### config.mk
export PLATFORM = sky130hd
export DESIGN_NAME = pwm_tick_gen_flat
export DESIGN_NICKNAME = d
export VERILOG_FILES = /design/src/rtl/pwm_tick_if.sv /design/src/rtl/pwm_tick_gen.sv /design/src/flat_wrapper.sv
export SDC_FILE = /design/constraint.sdc
export NUM_CORES = 1
export LEC_CHECK = 0
export CAP_MARGIN = 20
export CORE_MARGIN = 8
export CORE_UTILIZATION = 45
export CTS_CLUSTER_DIAMETER = 100
export CTS_CLUSTER_SIZE = 16
export DETAILED_ROUTE_END_ITERATION = 8
export DONT_BUFFER_PORTS = 1
export PLACE_DENSITY_LB_ADDON = 0.05
export REMOVE_ABC_BUFFERS = 1
export SYNTH_ARGS = -nofsm -noshare
export SYNTH_HDL_FRONTEND = slang
export SYNTH_SLANG_ARGS = --single-unit
### constraint.sdc
create_clock -name clk -period 2.98 [get_ports clk]
set_input_delay 0.298 -clock clk [delete_from_list [all_inputs] [get_ports clk]]
set_output_delay 0.298 -clock clk [all_outputs]
set_load 0.01 [all_outputs]
### src/rtl/pwm_tick_if.sv
// Bundle between the tick-driven PWM generator and its controller.
// The controller supplies the divided clock, the run request and the duty value; the generator returns its status.
interface pwm_tick_if #(
    parameter int WIDTH = 8
) ();
    logic             clkd;
    logic             en;
    logic [WIDTH-1:0] duty;
    logic             pwm;
    logic             period_done;
    logic             busy;

    modport master (
        output clkd, en, duty,
        input  pwm, period_done, busy
    );

    modport slave (
        input  clkd, en, duty,
        output pwm, period_done, busy
    );
endinterface

### src/rtl/pwm_tick_gen.sv
// PWM generator whose period counter advances on rising edges of the divider output clkd.
// clkd is sampled as data, and duty is shadowed at period boundaries. Define PWM_TICK_SYNC_EN to pass clkd through a 2-flop synchronizer.
module pwm_tick_gen #(
    parameter int WIDTH = 8
) (
    input logic       clk,
    input logic       rst,
    pwm_tick_if.slave bus
);
    typedef enum logic {
        IDLE = 1'b0,
        RUN  = 1'b1
    } state_t;

    localparam logic [WIDTH-1:0] CNT_MAX = '1;

    state_t           state_reg, state_next;
    logic [WIDTH-1:0] cnt_reg, cnt_next;
    logic [WIDTH-1:0] duty_sh_reg, duty_sh_next;
    logic             period_done_reg, period_done_next;
    logic             pwm_reg;
    logic             clkd_q_reg;
    logic             clkd_s;
    logic             tick;

`ifdef PWM_TICK_SYNC_EN
    localparam int SYNC_STAGES = 2;
    logic [SYNC_STAGES-1:0] sync_reg;
    genvar gi;
    generate
        for (gi = 0; gi < SYNC_STAGES; gi++) begin : g_sync
            if (gi == 0) begin : g_first
                always_ff @(posedge clk) begin
                    if (rst) sync_reg[gi] <= 1'b0;
                    else     sync_reg[gi] <= bus.clkd;
                end
            end else begin : g_rest
                always_ff @(posedge clk) begin
                    if (rst) sync_reg[gi] <= 1'b0;
                    else     sync_reg[gi] <= sync_reg[gi-1];
                end
            end
        end
    endgenerate
    assign clkd_s = sync_reg[SYNC_STAGES-1];
`else
    assign clkd_s = bus.clkd;
`endif

    assign tick = clkd_s & ~clkd_q_reg;

    always_ff @(posedge clk) begin
        if (rst) begin
            state_reg       <= IDLE;
            cnt_reg         <= '0;
            duty_sh_reg     <= '0;
            period_done_reg <= 1'b0;
            pwm_reg         <= 1'b0;
            clkd_q_reg      <= 1'b0;
        end else begin
            state_reg       <= state_next;
            cnt_reg         <= cnt_next;
            duty_sh_reg     <= duty_sh_next;
            period_done_reg <= period_done_next;
            clkd_q_reg      <= clkd_s;
            pwm_reg         <= (state_reg == RUN) && (cnt_reg < duty_sh_reg);
        end
    end

    // A stop request is honoured only on the wrap, so a period always runs to completion.
    always_comb begin
        state_next       = state_reg;
        cnt_next         = cnt_reg;
        duty_sh_next     = duty_sh_reg;
        period_done_next = 1'b0;
        case (state_reg)
            IDLE: begin
                cnt_next = '0;
                if (bus.en) begin
                    state_next   = RUN;
                    duty_sh_next = bus.duty;
                end
            end
            RUN: begin
                if (tick) begin
                    cnt_next = cnt_reg + 1'b1;
                    if (cnt_reg == CNT_MAX) begin
                        duty_sh_next     = bus.duty;
                        period_done_next = 1'b1;
                        if (!bus.en) state_next = IDLE;
                    end
                end
            end
        endcase
    end

    assign bus.pwm         = pwm_reg;
    assign bus.period_done = period_done_reg;
    assign bus.busy        = (state_reg == RUN);
endmodule

### src/flat_wrapper.sv
// flat-port wrapper written by rule: the top's interface ports become plain ports
module pwm_tick_gen_flat 
#(
    parameter int WIDTH = 8
)
  (clk, rst, bus_clkd, bus_en, bus_duty, bus_pwm, bus_period_done, bus_busy);
  pwm_tick_if #(.WIDTH(WIDTH)) bus_i ();
  input logic clk;
  input logic rst;
  input wire logic [$bits(bus_i.clkd)-1:0] bus_clkd;
  input wire logic [$bits(bus_i.en)-1:0] bus_en;
  input wire logic [$bits(bus_i.duty)-1:0] bus_duty;
  output wire logic [$bits(bus_i.pwm)-1:0] bus_pwm;
  output wire logic [$bits(bus_i.period_done)-1:0] bus_period_done;
  output wire logic [$bits(bus_i.busy)-1:0] bus_busy;
  assign bus_i.clkd = bus_clkd;
  assign bus_i.en = bus_en;
  assign bus_i.duty = bus_duty;
  assign bus_pwm = bus_i.pwm;
  assign bus_period_done = bus_i.period_done;
  assign bus_busy = bus_i.busy;
  pwm_tick_gen #(.WIDTH(WIDTH)) u_core (.clk(clk), .rst(rst), .bus(bus_i));
endmodule
After elaboration in Yosys (flattened, before gate mapping)
Cells that the tools add are included.
- bits in latches: 0
- memories kept: 0
- memory bits (writable): 0
- flip-flop bits (word level): 20
- memory bits (read-only): 0
- logic and storage cells: 30
- bitwise operators: 4
- muxes and demuxes: 11
- shift operators: 0
- multiply operators: 0
- divide/modulo/power cells: 0
- add/subtract/negate cells: 1
- order comparisons: 1
- eq/ne operators: 4
- reductions and logical operators: 3
- operator list (kind ; number):
    8-bit 2-to-1 mux ; 4
    8-bit one-hot mux with 2 select lines ; 2
    8-bit by 1-bit adder with 8-bit output (second input constant) ; 1
    8-bit equality test (second input constant) ; 1
    8-bit < comparator ; 1
    2-bit != test (second input constant) ; 3
    1-bit 2-to-1 mux ; 4
    1-bit NOT ; 3
    3-bit AND reduction ; 1
    3-bit OR reduction ; 1
    1-bit one-hot mux with 2 select lines ; 1
    1-bit AND ; 1
    1-bit logical AND ; 1

Depth between registers and ports, before layout
Gate-level depths: netlist of the first run.
- depth in word-level cells: 4
- gate-level depth with buffers: 6
- gate-level depth less buffers: 6

Least setup slack after synthesis of the first run
OpenSTA, ideal clock, no wires.
- path kind: register -> register
- start: reg u_core.cnt_reg[0]
- end: reg u_core.duty_sh_reg[0]
- arrival: 1584 ps
- setup time: 72 ps
- period minus slack after synthesis: 1656 ps
- data required time: 2908 ps
- cell stages (with the launch flop): 6
- path slack: 1324 ps
- cell sequence: dfxtp_1 ha_1 nand3b_4 or3_4 mux2i_4 mux2i_1
- longest elaborated chain between the ends: 3
- RTL lines (item ; RTL line ; source):
    from (decl) ; pwm_tick_gen.sv:18 ; logic [WIDTH-1:0] cnt_reg, cnt_next;
    from (signal assigned) ; pwm_tick_gen.sv:62 ; cnt_reg <= cnt_next;
    8-bit equality test ; pwm_tick_gen.sv:87 ; if (cnt_reg == CNT_MAX) begin
    2-bit != test (no source line) ; - ;
    3-bit AND reduction (no source line) ; - ;
    to (signal assigned) ; pwm_tick_gen.sv:63 ; duty_sh_reg <= duty_sh_next;
    to (decl) ; pwm_tick_gen.sv:19 ; logic [WIDTH-1:0] duty_sh_reg, duty_sh_next;
Every way passes these cells.
A chain may end at the register's enable or synchronous reset.

Final worst setup path of the first run
- start: reg u_core.cnt_reg[1]
- end: reg u_core.duty_sh_reg[2]
The elaborated chain is that of the path after synthesis.

==> metrics, run 1 <==
outcome completed; end of the worst register-to-register path u_core.duty_sh_reg[2]; clock sink count 20; leading post-synthesis cells by cell area dfxtp_1 (39%), nand2b_1 (12%), ha_1 (9.7%); Residual DRC 0; critical path startpoint u_core.cnt_reg[1]; global routing usage on met1 11.9%; Routed WL per cell about 13 microns; Commonest cells post-synth dfxtp_1 (20), nand2b_1 (19), inv_1 (9), mux2i_1 (9), nor2_1 (9); critical path class reg2reg; Clk Latency, worst-skew pair 0.30 ns; EDFF count, synth 0; internal cell power between 300 and 400 uW; worst min path class in2reg; Crit Path Max Fanout 8; Vias per Instance approximately 5.0; Worst Skew 0.00717 ns; initial antenna violation count 0; CTS H-tree lvls 1; routed vias roughly 690; Tmin final 1.86 ns; synth-to-layout area growth 5.83%; Worst Setup EP u_core.duty_sh_reg[2]; Synth area leader dfxtp_1; leakage 0.000427 uW; Critical R2R Launch u_core.cnt_reg[1]; Worst EP arrival between 2 and 2.5 ns; Unique masters post-synth 24; Synth Flop Type dfxtp_1; Initial Util approximately 47%; flop2flop setup slack 1.12 ns; Die Area 4070 sq um; most frequent cell after synthesis dfxtp_1; mean post-synth cell area 9.53 sq um; hold_ws 0.0520 ns; final wirelength 1780 microns; 1st-iter DRT viols 20; ys async rst share 0%; sequential share of power 58.7%; All-Layer GR Usage under 10%; layout cells sized above 1 ~8.3%; reg2reg path depth 5; most used routing layer in global routing met2; max_cap viols 0; Pwr Density 445 nW/um^2; deepest clock path buffer count 2; GRT met2 Usage 14.6%; Post-CTS Resized 0; switching part of the total 23.0%; post-route cell area 1090 sq um; Yosys top cell area share 38.9%; VDD IR-drop max between 300 and 400 uV; register area share after synthesis 38.9%; pin count of the biggest net entering global routing 20; final setup vio count 0; setup TNS 0 ns; chip width roughly 64 microns; Die Y 63.8 microns; Mapped Area 1030 sq um; dpl ws 1.13 ns; clock share of power 32.8%; Yosys warnings 0; Sw Pwr 111 uW; CP Launch Type flip-flop; Congestion Overflow GR 0; TritonCTS clock tree built; Hold Crit Start rst; clock root buffer clkbuf_4; CTS hold repair buffers 0; nets 130; ant diodes 0; RePlAce Congestion 0.762; drt first pass iters 3; PnR worst setup slack 1.12 ns; CP Cell Sequence ha_1 -> nand3b_4 -> or3_4 -> mux2i_4 -> mux2i_1; Core Region ~2200 sq um; setup repair bufs after CTS 0; CP endpoint kind flip-flop; final hold vios 0; CP peak stage delay 0.43 ns; Num CTS Buffers 3; Routed Antenna Nets 0; Synth Register Bits 20; CTS clk-pin slew, worst paths around 0.11 ns; worst slew pin tran 0.453 ns; combinational fraction of design power around 8.5%; Critical Path RT 3.21 ns; Rows 17; RSZ-0062 raised after global routing no; Post-Syn Instances 108; met3 Track Usage GR between 4 and 5%; global-route wire length before repair 3140 microns; Placed Area 1050 sq um; Post-DP HPWL 1350 microns; Pins Over Slew Limit 0; IO Pins 15; Crit-path slowest cell dfxtp_1; Max Freq 538 MHz; fin crit share 62.4%; number of global-route vias before repair 704; PortBufs 0; Slew HR 69.2%
## metal layers
| metal | share of wire [%] | wire (microns) | vias to the layer above |
|---|---|---|---|
| met5 | 0 | 0 | - |
| met1 | 48 | 846 | 311 |
| met3 | 5.8 | 103 | 2 |
| li1 | - | - | 361 |
| met4 | 0.67 | 12 | 0 |
| met2 | 46 | 815 | 14 |
## placed cells by master, fill, tap and decap left out, types with 3 or more instances in the layout
| master | instances |
|---|---|
| a21oi_1 | 4 |
| clkbuf_4 | 3 |
| dfxtp_1 | 20 |
| ha_1 | 8 |
| inv_1 | 9 |
| mux2i_1 | 9 |
| nand2b_1 | 19 |
| nor2_1 | 9 |
| o21ai_0 | 3 |
| xnor2_1 | 3 |
| xor2_1 | 3 |
## power groups by stage
stage	Combinational [uW]	Clock (uW)	Sequential (uW)
after floorplan	35.4	0	290
after global placement	40.4	0	291
after detailed placement	42.0	0	291
after CTS	42.3	165	285
after global routing	46.7	180	287
final	41.3	159	285
## cell type report
cell class,count,area [sq um]
Fill cell,217,1100
Multi-Input combinational cell,76,584
Sequential cell,20,400
Clock buffer,4,36.3
Tap cell,28,35.0
Inverter,9,33.8
## critical path, delay by kind of cell, from the launching register on
kind,cells,cell delay (ns)
muxes,2,0.62
DFF,1,0.43
and+or+nand+nor,2,0.49
adders and majority gates,1,0.25
## through the flow
stage	total power, uW	cells	utilization [%]
after CTS	493	137	49.7
after global placement	331	133	48.1
after global routing	513	137	49.7
after detailed placement	333	133	48.1
after floorplan	325	105	-
final	485	137	49.7
## worst min-delay path by stage
stage,end,slack (ns),cells after the start
final,u_core.clkd_q_reg,0.05,1
after global routing,u_core.clkd_q_reg,0.02,1
after CTS,u_core.clkd_q_reg,0.04,1
after detailed placement,u_core.clkd_q_reg,0.37,1
after global placement,u_core.clkd_q_reg,0.37,1
after floorplan,u_core.clkd_q_reg,0.37,1
## cells by family (layout without fill, tap and decap cells)
family	after synthesis	count (layout)	synth area share (%)
AND/OR/NAND/NOR	42	42	25.0
flip-flops	20	20	38.9
buffers and inverters	12	13	4.37
AO/OA/AOI/OAI	10	10	5.95
multiplexers	10	10	10.9
adder cells (fa/ha/maj)	8	8	9.72
XOR/XNOR	6	6	5.10
No activity file was read; power rests on OpenSTA's default activity.
==> run 2, diff against run 1 <==
- clock period: 2.98 -> 1.7 ns (I/O delays scaled with it)
==> metrics, run 2 (synthesized netlist as in run 1, its figures left out) <==
outcome completed; internal cell power 675 uW (+81%); TritonCTS clock tree built; Worst Skew 0.00693 ns (-0.000241 ns); nets 142 (+9.2%); WP buf/inv 1 (+1); reg2reg path depth 6 (+1); Non-Filler Instances 149 (+8.8%); most frequent cells in the layout nand2b_1 (19), dfxtp_1 (18), inv_1 (9), mux2i_1 (9), nor2_1 (9); post-route cell area 1220 sq um (+12%); IO Pins 15 (unchanged); All-Layer GR Usage 9.44% (-0.18 points); fin crit share 94.4% (+32 points); family with the most delay on the worst path simple AND/OR/NAND/NOR gates; Congestion Overflow GR 0 (unchanged); flop2flop setup slack 0.09 ns (-1.03 ns); deepest clock path buffer count 2 (unchanged); RePlAce Congestion 0.732 (-4.0%); Die Area 4070 sq um (unchanged); Pwr Density 713 nW/um^2 (+60%); drt first pass iters 4 (+1); sequential share of power 57.1% (-1.6 points); Hold Crit Depth 2 (+1); Crit-path slowest cell or3_4; synth-to-layout area growth 19.0%; Post-DP HPWL 1350 microns (+0.56%); final setup vio count 0 (unchanged); Vias per Instance 4.94 (-1.6%); clock root buffer clkbuf_4; Slew HR 76.1% (+6.9 points); CP Cell Sequence ha_4 -> nand3b_4 -> or3_4 -> mux2i_4 -> buf_12 -> mux2i_1; number of global-route vias before repair 712 (+1.1%); Initial Util 47.0% (unchanged); Max Freq 623 MHz (+16%); commonest non-fill, non-tap cell in the layout nand2b_1; VDD IR-drop max 681 uV (+77%); CTS clk-pin slew, worst paths 0.12 ns (about the same); placed cells 138 (+3.8%); Sw Pwr 199 uW (+78%); CP Launch Type flip-flop; Critical Path RT 1.93 ns (-1.28 ns); leakage 0.000485 uW (+14%); Hold EP u_core.duty_sh_reg[6]; setup repair bufs after CTS 0 (unchanged); switching part of the total 22.7% (-0.23 points); Residual DRC 0 (unchanged); clock sink count 20 (unchanged); critical path class reg2reg; worst min path class in2reg; initial antenna violation count 0 (unchanged); Core Region 2190 sq um (unchanged); layout cells sized above 1 14.0% (+5.8 points); CP peak stage delay 0.40 ns (-0.03 ns); chip width 63.8 microns (unchanged); Hold Crit Start bus_duty[6]; clock share of power 31.8% (-1.0 points); 1st-iter DRT viols 22 (+10%); final wirelength 1860 microns (+4.7%); CTS H-tree lvls 1 (unchanged); worst slew pin tran 0.357 ns (-0.0953 ns); Routed Antenna Nets 0 (unchanged); PortBufs 0 (unchanged); Tmin final 1.61 ns (-0.253 ns); final hold vios 0 (unchanged); max_cap viols 0 (unchanged); Clk Latency, worst-skew pair 0.30 ns (about the same); Pins Over Slew Limit 0 (unchanged); Num CTS Buffers 3 (unchanged); CP endpoint kind flip-flop; global-route wire length before repair 3060 microns (-2.4%); Worst EP arrival 1.84 ns (-0.25 ns); Routed WL per cell 12.5 microns (-3.8%); routed vias 736 (+7.0%); pin count of the biggest net entering global routing 19 (-5.0%); RSZ-0062 raised after global routing no; Placed Area 1100 sq um (+4.8%); combinational fraction of design power 11.1% (+2.6 points); Rows 17 (unchanged); ant diodes 0 (unchanged); end of the worst register-to-register path u_core.duty_sh_reg[7]; setup TNS 0 ns (unchanged); Crit Path Max Fanout 8 (unchanged); Die Y 63.8 microns (unchanged); Critical R2R Launch u_core.cnt_reg[0]
-- run 2: changes by cell type in the layout (fill, tap and decap cells not counted) --
cell and delta:
buf_12 +1, buf_4 +4, dfxtp_1 -2, dfxtp_2 +2, dlygate4sd3_1 +7, ha_1 -1, ha_4 +1
-- run 2: worst reg2reg max path, stage by stage, from the launching register on --
cell	delay, ns
dfxtp_2	0.37
ha_4	0.15
nand3b_4	0.09
or3_4	0.40
mux2i_4	0.17
buf_12	0.16
mux2i_1	0.19
-- run 2: layer usage --
layer / global-route usage (%) / vias up / routed length, microns
met3: 5.23 / 2 / 118
met5: 0 / - / 0
met2: 15.2 / 15 / 826
met1: 10.5 / 329 / 898
li1: - / 390 / -
met4: 2.51 / 0 / 17
-- run 2: worst max path at each step --
stage / from / end / slack [ns] / cells after the start
after floorplan: u_core.cnt_reg[0] / u_core.duty_sh_reg[0] / 0.04 / 5
after global placement: u_core.cnt_reg[0] / u_core.duty_sh_reg[5] / 0.12 / 6
after detailed placement: u_core.cnt_reg[0] / u_core.duty_sh_reg[2] / 0.06 / 6
after CTS: u_core.cnt_reg[0] / u_core.duty_sh_reg[7] / 0.01 / 6
after global routing: u_core.cnt_reg[3] / u_core.duty_sh_reg[7] / 0.002 / 5
final: u_core.cnt_reg[0] / u_core.duty_sh_reg[7] / 0.09 / 6
-- run 2: metrics by stage --
step,hold slack [ns],utilization (%),worst slack (ns),total power (uW)
2_1_floorplan,0.242,-,0.0445,570
3_3_place_gp,0.245,50.4,0.123,591
3_5_place_dp,0.245,50.4,0.0555,593
4_1_cts,0.00813,55.2,0.0148,886
5_1_grt,0.00667,55.9,0.00237,915
6_report,0.0155,55.9,0.0949,874
-- run 2: power by group through the flow --
stage	Combinational [uW]	Sequential, uW	Clock [uW]
finish	97.2	499	278
global route	108	501	305
CTS	98.1	499	289
detailed placement	84.2	509	0
global placement	81.9	509	0
floorplan	62.1	508	0
-- run 2: cell type report --
cell class              count  area [sq um]
flip-flops and latches     20           403
repair buffers             12           120
inverters                   9          33.8
fillers                   219           966
multi-input cells          76           597
clock buffers               4          36.3
well taps                  28          35.0
-- run 2: timing repair --
| item | 4_1_cts | 5_1_grt |
|---|---|---|
| gates resized for setup | 0 | 4 |
| endpoints found under the hold margin | 6 | 0 |
| endpoints found under the setup margin | 0 | 8 |
| hold buffers | 7 | 0 |
